==> src/rtl/rf_pkg.sv <==
// rf_pkg: register-file constants and types shared by the writeback scheduler
package rf_pkg;
    localparam int XLEN = 32;
    localparam int REG_AW = 5;
    localparam int NUM_REGS = 32;
    typedef logic [REG_AW-1:0] reg_addr_t;
    typedef logic [XLEN-1:0] xlen_t;
endpackage

==> src/rtl/rr_arbiter.sv <==
// rr_arbiter: round-robin one-hot grant, searching upward from rr_ptr with wrap
module rr_arbiter #(
    parameter int N = 3
) (
    input  logic         clk,
    input  logic         rst_n,
    input  logic [N-1:0] req,
    output logic [N-1:0] gnt
);
    localparam int PW = N > 1 ? $clog2(N) : 1;
    logic [PW-1:0] rr_ptr;
    logic [PW-1:0] g_idx;
    logic          found;
    int            idx;
    // grant is forced low during reset so the write port stays quiet
    always_comb begin
        gnt = '0;
        g_idx = '0;
        found = 1'b0;
        idx = 0;
        for (int k = 0; k < N; k++) begin
            idx = (int'(rr_ptr) + k) % N;
            if (!found && req[idx]) begin
                found = 1'b1;
                gnt[idx] = 1'b1;
                g_idx = PW'(idx);
            end
        end
        if (!rst_n) begin
            gnt = '0;
            found = 1'b0;
        end
    end
    always_ff @(posedge clk or negedge rst_n) begin
        if (!rst_n) rr_ptr <= '0;
        else if (found) rr_ptr <= (int'(g_idx) == N - 1) ? '0 : g_idx + 1'b1;
    end
endmodule

==> src/rtl/rf_wb_sched.sv <==
// rf_wb_sched: shares the register-file write port among writeback sources and stalls issue on RAW/WAW hazards
module rf_wb_sched import rf_pkg::*; #(
    parameter int NREQ = 3,
    parameter int XLEN = 32
) (
    input  logic                            clk,
    input  logic                            rst_n,
    input  logic                            iss_valid,
    input  reg_addr_t                       iss_rd,
    input  reg_addr_t                       iss_rs1,
    input  reg_addr_t                       iss_rs2,
    output logic                            iss_stall,
    input  logic [NREQ-1:0]                 wb_valid,
    input  logic [NREQ-1:0][REG_AW-1:0]     wb_addr,
    input  logic [NREQ-1:0][XLEN-1:0]       wb_data,
    output logic [NREQ-1:0]                 wb_ready,
    output logic                            we3,
    output reg_addr_t                       wa3,
    output logic [XLEN-1:0]                 wd3,
    output logic [NUM_REGS-1:0]             busy,
    output logic                            err_spurious
);
    logic [NREQ-1:0]     gnt;
    logic [NUM_REGS-1:0] busy_nxt;
    logic                issue;
    rr_arbiter #(.N(NREQ)) u_arb (
        .clk   (clk),
        .rst_n (rst_n),
        .req   (wb_valid),
        .gnt   (gnt)
    );
    assign wb_ready = gnt;
    always_comb begin
        wa3 = '0;
        wd3 = '0;
        for (int i = 0; i < NREQ; i++) begin
            if (gnt[i]) begin
                wa3 = wb_addr[i];
                wd3 = wb_data[i];
            end
        end
        we3 = (|gnt) && (wa3 != '0);
    end
    // hazards use registered busy only; same-cycle writebacks release next cycle
    assign iss_stall = iss_valid && (busy[iss_rs1] || busy[iss_rs2] || busy[iss_rd]);
    assign issue = iss_valid && !iss_stall && (iss_rd != '0);
    // set is applied after clear so a forced collision leaves the register busy
    always_comb begin
        busy_nxt = busy;
        if (we3) busy_nxt[wa3] = 1'b0;
        if (issue) busy_nxt[iss_rd] = 1'b1;
        busy_nxt[0] = 1'b0;
    end
    always_ff @(posedge clk or negedge rst_n) begin
        if (!rst_n) begin
            busy <= '0;
            err_spurious <= 1'b0;
        end else begin
            busy <= busy_nxt;
            err_spurious <= err_spurious | (we3 & ~busy[wa3]);
        end
    end
endmodule

==> config.mk <==
export PLATFORM = sky130hd
export DESIGN_NAME = rf_wb_sched
export DESIGN_NICKNAME = d
export VERILOG_FILES = /design/src/rtl/rf_pkg.sv /design/src/rtl/rr_arbiter.sv /design/src/rtl/rf_wb_sched.sv
export SDC_FILE = /design/constraint.sdc
export NUM_CORES = 1
export LEC_CHECK = 0
export ABC_AREA = 1
export BUFFER_PORTS_ARGS = -buffer_cell sky130_fd_sc_hd__clkbuf_2
export CAP_MARGIN = 10
export CORE_MARGIN = 1
export CORE_UTILIZATION = 42
export DETAILED_ROUTE_END_ITERATION = 10
export GPL_TIMING_DRIVEN = 0
export PLACE_DENSITY = 0.78
export SYNTH_ARGS = -nofsm -noshare
export SYNTH_HDL_FRONTEND = slang
export SYNTH_SLANG_ARGS = --single-unit
==> constraint.sdc <==
create_clock -name clk -period 2.55 [get_ports clk]
set_clock_uncertainty 0.1 [all_clocks]
set_input_delay 0.255 -clock clk [delete_from_list [all_inputs] [get_ports clk]]
set_output_delay 0.255 -clock clk [all_outputs]
set_load 0.005 [all_outputs]
* Yosys cells after proc, flatten, opt, wreduce, memory -nomap -nowiden
Index checks and enable logic that the tools add are counted.
** Storage, ports and cells
- Bits in registers :: 34
- Input bits :: 132
- Word-level logic and storage cells :: 96
** Operators by class
- Add/sub/neg operators :: 3
- Bitwise operators :: 8
- Reduce and logical (&&, ||, !) cells :: 19
- Eq/ne operators :: 1
- Mux-type cells :: 47
- Magnitude comparators :: 12
- Divide/modulo/power cells :: 3
** Operators by type and width (count)
- $mux W32 :: 5
- $ge A32 B1 Y1 const B :: 3
- $lt A32 B4 Y1 const B :: 3
- $mod A32 B3 Y32 const B :: 2
- $and A32 B32 Y32 :: 1
- $mod A3 B3 Y32 const B :: 1
- $not A32 Y32 :: 1
- $or A32 B32 Y32 :: 1
- $lt A5 B6 Y1 const B :: 4
- $bmux W1 S5 :: 4
- $mux W1 :: 19
- $mux W5 :: 3
- $mux W3 :: 4
- $logic_and A1 B1 Y1 :: 11
- $demux W1 S5 :: 2
- $ge A5 B1 Y1 const B :: 2
- $reduce_bool A5 Y1 :: 2
- $mux W2 :: 4
- $bmux W1 S2 :: 3
- $demux W1 S2 :: 3
- $or A3 B3 Y3 :: 2
- $add A2 B1 Y3 const B :: 1
- $add A2 B2 Y3 const B :: 1
- $logic_not A1 Y1 :: 3
- other kinds (7) :: 8

* Depth between registers and ports, before layout
- Depth after elaboration :: 24
- Mapped depth :: 26
- Depth with buffers taken out :: 24

* Hierarchy
Synthesis repeated with hierarchy kept, for this count alone.
** Unflattened totals
- Cells, all modules :: 720
- Area total of the unflattened synthesis :: 4017.6 µm²
** Modules (own cells, without submodules)
- rf_wb_sched :: sequential area each 800.8 µm², area each 3592.2 µm², cells each 648, instances 1
- rr_arbiter :: sequential area each 50.0 µm², area each 425.4 µm², cells each 72, instances 1

* Least setup slack after synthesis
No wires, ideal clock.
- Kind :: flip-flop to flip-flop
- Start :: register u_arb.rr_ptr[0]
- End :: register err_spurious
- Cell stages (with the launch flop) :: 24
- Library setup time :: 0.116 ns
- Data required time :: 2.334 ns
- Buffers on the path :: 2
- Data arrival time :: 2.393 ns
- Period minus slack after synthesis :: 2.609 ns
- Setup slack :: -0.059 ns
- Cell sequence :: dfrtp_1 > inv_1 > ha_1 > buf_4 > inv_2 > nand2_1 > nand3_1 > nand2_2 > nor2_1 > a21boi_1 > nand2_1 > nand2_4 > or2_4 > nand2_4 > buf_8 > nand2_2 > nand2_1 > nand2_1 > nand2_1 > nand2_1 > nand2_1 > nor2_1 > nand2_1 > nand2_1
** On the way
- Cells in the longest elaborated chain, start to end :: 20
- Elaborated cells between the ends (all ways) :: 52
- Those cells by class :: add/sub: 2; div: 3; order compare: 6; mux: 26; bitwise: 5; reduce/logical: 10
** Ends and longest elaborated chain
- start: declaration :: line rr_arbiter.sv:11 : logic [PW-1:0] rr_ptr;
- start signal: assignment :: line rr_arbiter.sv:36 : else if (found) rr_ptr <= (int'(g_idx) == N - 1) ? '0 : g_idx + 1'b1;
- branches (longest 10 deep; another with $mod A32 B3 Y32)
- $mux W3 * :: line rr_arbiter.sv:23 : if (!found && req[idx]) begin
- $mux W3 * :: line rr_arbiter.sv:29 : if (!rst_n) begin
- $mux W5 (3 in series) :: line rf_wb_sched.sv:37 : if (gnt[i]) begin
- $bmux W1 S5 :: line rf_wb_sched.sv:60 : err_spurious <= err_spurious | (we3 & ~busy[wa3]);
- $mux W1 (implied by the code) :: line rf_wb_sched.sv:60
- $not A1 Y1 :: line rf_wb_sched.sv:60
- $and A1 B1 Y1 * :: line rf_wb_sched.sv:60
- $or A1 B1 Y1 * :: line rf_wb_sched.sv:60
- end signal: assignment :: line rf_wb_sched.sv:60
- end: declaration :: line rf_wb_sched.sv:21 : output logic err_spurious
Mark *: on every way between the ends. The select of a mux whose other input is x is not followed.
A chain may end at the register's enable or synchronous reset.

* Worst setup path in the final report
- Start :: register u_arb.rr_ptr[1]
- End :: output port we3
** On the way
- Cells in the longest elaborated chain, start to end :: 17
- Elaborated cells between the ends (all ways) :: 47
- Those cells by class :: add/sub: 2; div: 3; order compare: 6; mux: 24; bitwise: 2; reduce/logical: 10
** Ends and longest elaborated chain
- branches (longest 10 deep; another with $mod A32 B3 Y32)
- $mux W3 * :: line rr_arbiter.sv:23
- $mux W3 * :: line rr_arbiter.sv:29
- $mux W5 (3 in series) :: line rf_wb_sched.sv:37
- $reduce_bool A5 Y1 :: line rf_wb_sched.sv:42 : we3 = (|gnt) && (wa3 != '0);
- $logic_and A1 B1 Y1 * :: line rf_wb_sched.sv:42
- end: declaration :: line rf_wb_sched.sv:17 : output logic we3,
Marks and branches as above.

==> flow_summary.toml <==
[drt]
wl_met3_um = 3090
ant_nets = 0
routed-via-count = 6270
drtIter0Drc = 778
wl_um = 21110
drt_first_pass_iters = 11
wl_met2_um = 9011
top_layer_used = "met4"
via_per_inst = 6.070
wl_met1_um = 7430
wire_per_inst_um = 20.44
drc = 18

[power]
leakagePower_nw = 3.261
power_mw = 9.028
pwr_density_cell_nw_per_um2 = 1390
ir_worst_vdd_uv = 659.7

[timing]
rsz0062_at_grt = "yes"
fin_ws_ns = -0.5503
whs_ns = 0.2643
tightest_slew_ns = 0.6512
setup_tns_ns = -29.58
fin_crit_sh_pct = 121.6
max-slew-margin-rel_pct = 56.25
final.min_clock_period_ns = 3.100
finalHoldViolCount = 0
max_freq_ghz = 0.3225
slew_viol_final = 0
finalSetupViolations = 72

[worst_setup_path]
path_buf_inv = 5
startpoint_type = "flop"
cp.required_ns = 2.19
endpoint_kind = "output pin"
r2r_setup_slack_ns = -0.52
reg2reg_depth = 24
r2r-start = "u_arb.rr_ptr[1]"
max_stage_delay_ns = 0.46
crit_chain = "inv_2 -> ha_4 -> inv_2 -> nand2_1 -> nand3_2 -> nand2_4 -> nand2_2 -> inv_2 -> nand3_1 -> nand2_2 -> nand2_4 -> nor2_8 -> buf_6 -> nand2_2 -> nand2_1 -> o21ai_2 -> nand2_2 -> nor2_2 -> nand2_1 -> clkbuf_2"
crit_family = "simple AND/OR/NAND/NOR gates"
cpMostUsedCell = "nand2_2"
crit_arrival_ns = 2.75
slowest_stage = "dfrtp_2"
r2r-end = "err_spurious"
path_depth = 20
crit_fanout = 7
critical_path_class = "flop to output pin"

[run_status]
violations = "design-rule violations, negative setup slack"
status = "finished, violations left"

[min_path]
hold_class = "primary input to flop"
hold_end = "busy[1]"
hold_start = "iss_rd[3]"
hold_depth = 4

[clocking]
clock_latency_ns = 0.29
path_clk_slew_ns = 0.07
clock_sinks = 34
cts_tree = "built"
cts_buffers = 5
cts_max_path_buffers = 2
htree_num_levels = 2
cts_root_buf = "clkbuf_8"

[layout]
stdcell_area_um2 = 6494
multi_input_area_um2 = 3120
area_delta_synth_final_pct = 65.97
fill_cells = 682
drive_above_1_share_pct = 47.19
layout_common_cells = "clkbuf_2, nand2_1, o21ai_1"
final_common_cell = "clkbuf_2"
fin_nets = 1059
regArea_um2 = 853.3

[synth]
syn_area_um2 = 3913
syn_inst = 653
synth_nets = 789
syn_avg_cell_area_um2 = 5.992
synth-seq-area-share_pct = 21.75
synth-seq-cells = 34
yosysWarnings = 0
yosys.cell_types.count = 42

[global_routing]
grt_pass1_vias = 5758
antenna_found_initial = 1
grt_max_degree = 31
gr-total-overflow = 0
grt_pass1_wl_um = 30610
grt_usage_pct = 41.02

[place]
dp_hpwl_um = 13840
finalWeightedCongestion = 1.073
portBuffers = 201
post_dp_cell_area_um2 = 5065

[run]
cap_viol_max_count = 0

[floorplanning]
rows = 34
die_h_um = 98.52
die-area_um2 = 9705
ios = 207
die_x_um = 98.52
initial_core_util_pct = 44.22
core_um2 = 8848
## logic make-up after synthesis
logic type | after synthesis | synth area share, %
compound gates | 220 | 32.81
fa+ha+maj | 4 | 1.279
buf+inv | 100 | 11.00
flops | 34 | 21.75
other cells | 1 | 0.09585
simple gates | 294 | 33.07
## through the flow
| step | std cells | util [%] | setup slack (ns) |
|---|---|---|---|
| floorplan | 653 | - | 0.001241 |
| global placement | 962 | 57.24 | -0.6865 |
| detailed placement | 962 | 57.24 | -0.7211 |
| CTS | 1019 | 70.56 | -0.4602 |
| global route | 1033 | 73.39 | -0.6659 |
| finish | 1033 | 73.39 | -0.5503 |
## worst max path at each step
stage,from,end
floorplan,u_arb.rr_ptr[0],wd3[22]
global placement,u_arb.rr_ptr[0],wd3[14]
detailed placement,u_arb.rr_ptr[0],wd3[14]
CTS,u_arb.rr_ptr[1],we3
global route,u_arb.rr_ptr[0],we3
finish,u_arb.rr_ptr[1],we3
## per-layer routing
layer / vias up / global-route usage [%]
met2: 575 / 63.16
met3: 144 / 12.48
met4: 0 / 25.37
met1: 2775 / 50.31
li1: 2776 / -
met5: - / 0
## flip-flops by register name (all words and copies together), names as in the netlist
| name | flops |
|---|---|
| err_spurious | 1 |
| u_arb.rr_ptr | 2 |
| busy | 31 |
## layout make-up
cell class	count	area share, %
tap	108	2.081
buffer	34	6.146
inverter	65	3.950
timing repair buffer	263	25.18
clock inverter	1	0.07707
sequential	34	13.14
multi-input combinational	520	48.05
antenna	1	0.03854
clock buffer	7	1.329
## worst reg2reg max path, stage by stage, from the launching register on
cell	delay [ns]
dfrtp_2	0.46
inv_2	0.12
ha_4	0.19
inv_2	0.07
nand2_1	0.07
nand3_2	0.08
nand2_4	0.11
nand2_2	0.07
inv_2	0.07
nand3_1	0.09
nand2_2	0.12
nand2_4	0.10
nor2_8	0.14
buf_6	0.14
nand2_2	0.07
a31oi_4	0.22
buf_6	0.17
buf_6	0.12
nand2_1	0.06
nand2_1	0.08
nand2_1	0.07
nand3_1	0.08
nor2_2	0.05
nand2_2	0.09
nand2_2	0.06
## cell usage after synthesis
cell / instances / area, µm²
a21boi_1: 1 / 7.510
a21oi_1: 35 / 175.2
a21oi_4: 1 / 16.27
a221oi_1: 2 / 17.52
a22oi_1: 42 / 315.3
a2bb2oi_1: 1 / 8.760
a31oi_1: 1 / 6.260
a31oi_2: 1 / 12.51
buf_1: 3 / 11.26
buf_2: 10 / 50.05
buf_4: 4 / 30.03
buf_6: 2 / 22.52
buf_8: 1 / 15.01
clkbuf_1: 14 / 52.55
clkbuf_2: 1 / 5.000
conb_1: 1 / 3.750
dfrtp_1: 34 / 850.8
ha_1: 4 / 50.05
inv_1: 53 / 198.9
inv_2: 12 / 45.04
nand2_1: 186 / 698.2
nand2_2: 13 / 81.33
nand2_4: 3 / 33.78
nand3_1: 48 / 240.2
nand3_2: 1 / 10.01
nand3b_1: 2 / 15.01
nand4_1: 3 / 18.77
nor2_1: 20 / 75.07
nor2_2: 5 / 31.28
nor2_8: 1 / 20.02
nor3_1: 9 / 45.04
nor3_2: 1 / 10.01
o211a_1: 1 / 10.01
o211ai_1: 3 / 22.52
o21ai_0: 84 / 420.4
o21ai_1: 39 / 195.2
o21ai_2: 5 / 43.79
o221ai_1: 2 / 17.52
o22ai_1: 1 / 6.260
o311ai_1: 1 / 8.760
or2_4: 1 / 8.760
or3_1: 1 / 6.260
## power by group
group          switching [mW]  internal, mW
logic                    4.15          3.25
clock network           0.191         0.218
registers               0.459         0.758
total                    4.80          4.23
## timing repair
item                       in CTS  in global routing
pin swaps                      27                 28
gates resized for setup       187                 61
hold endpoints to repair       30                  0
cloned                         12                  0
hold buffers                    2                  0
setup buffers                  36                 16
setup endpoints to repair      72                 74
Note: power is estimated with default switching activity, not from simulation.
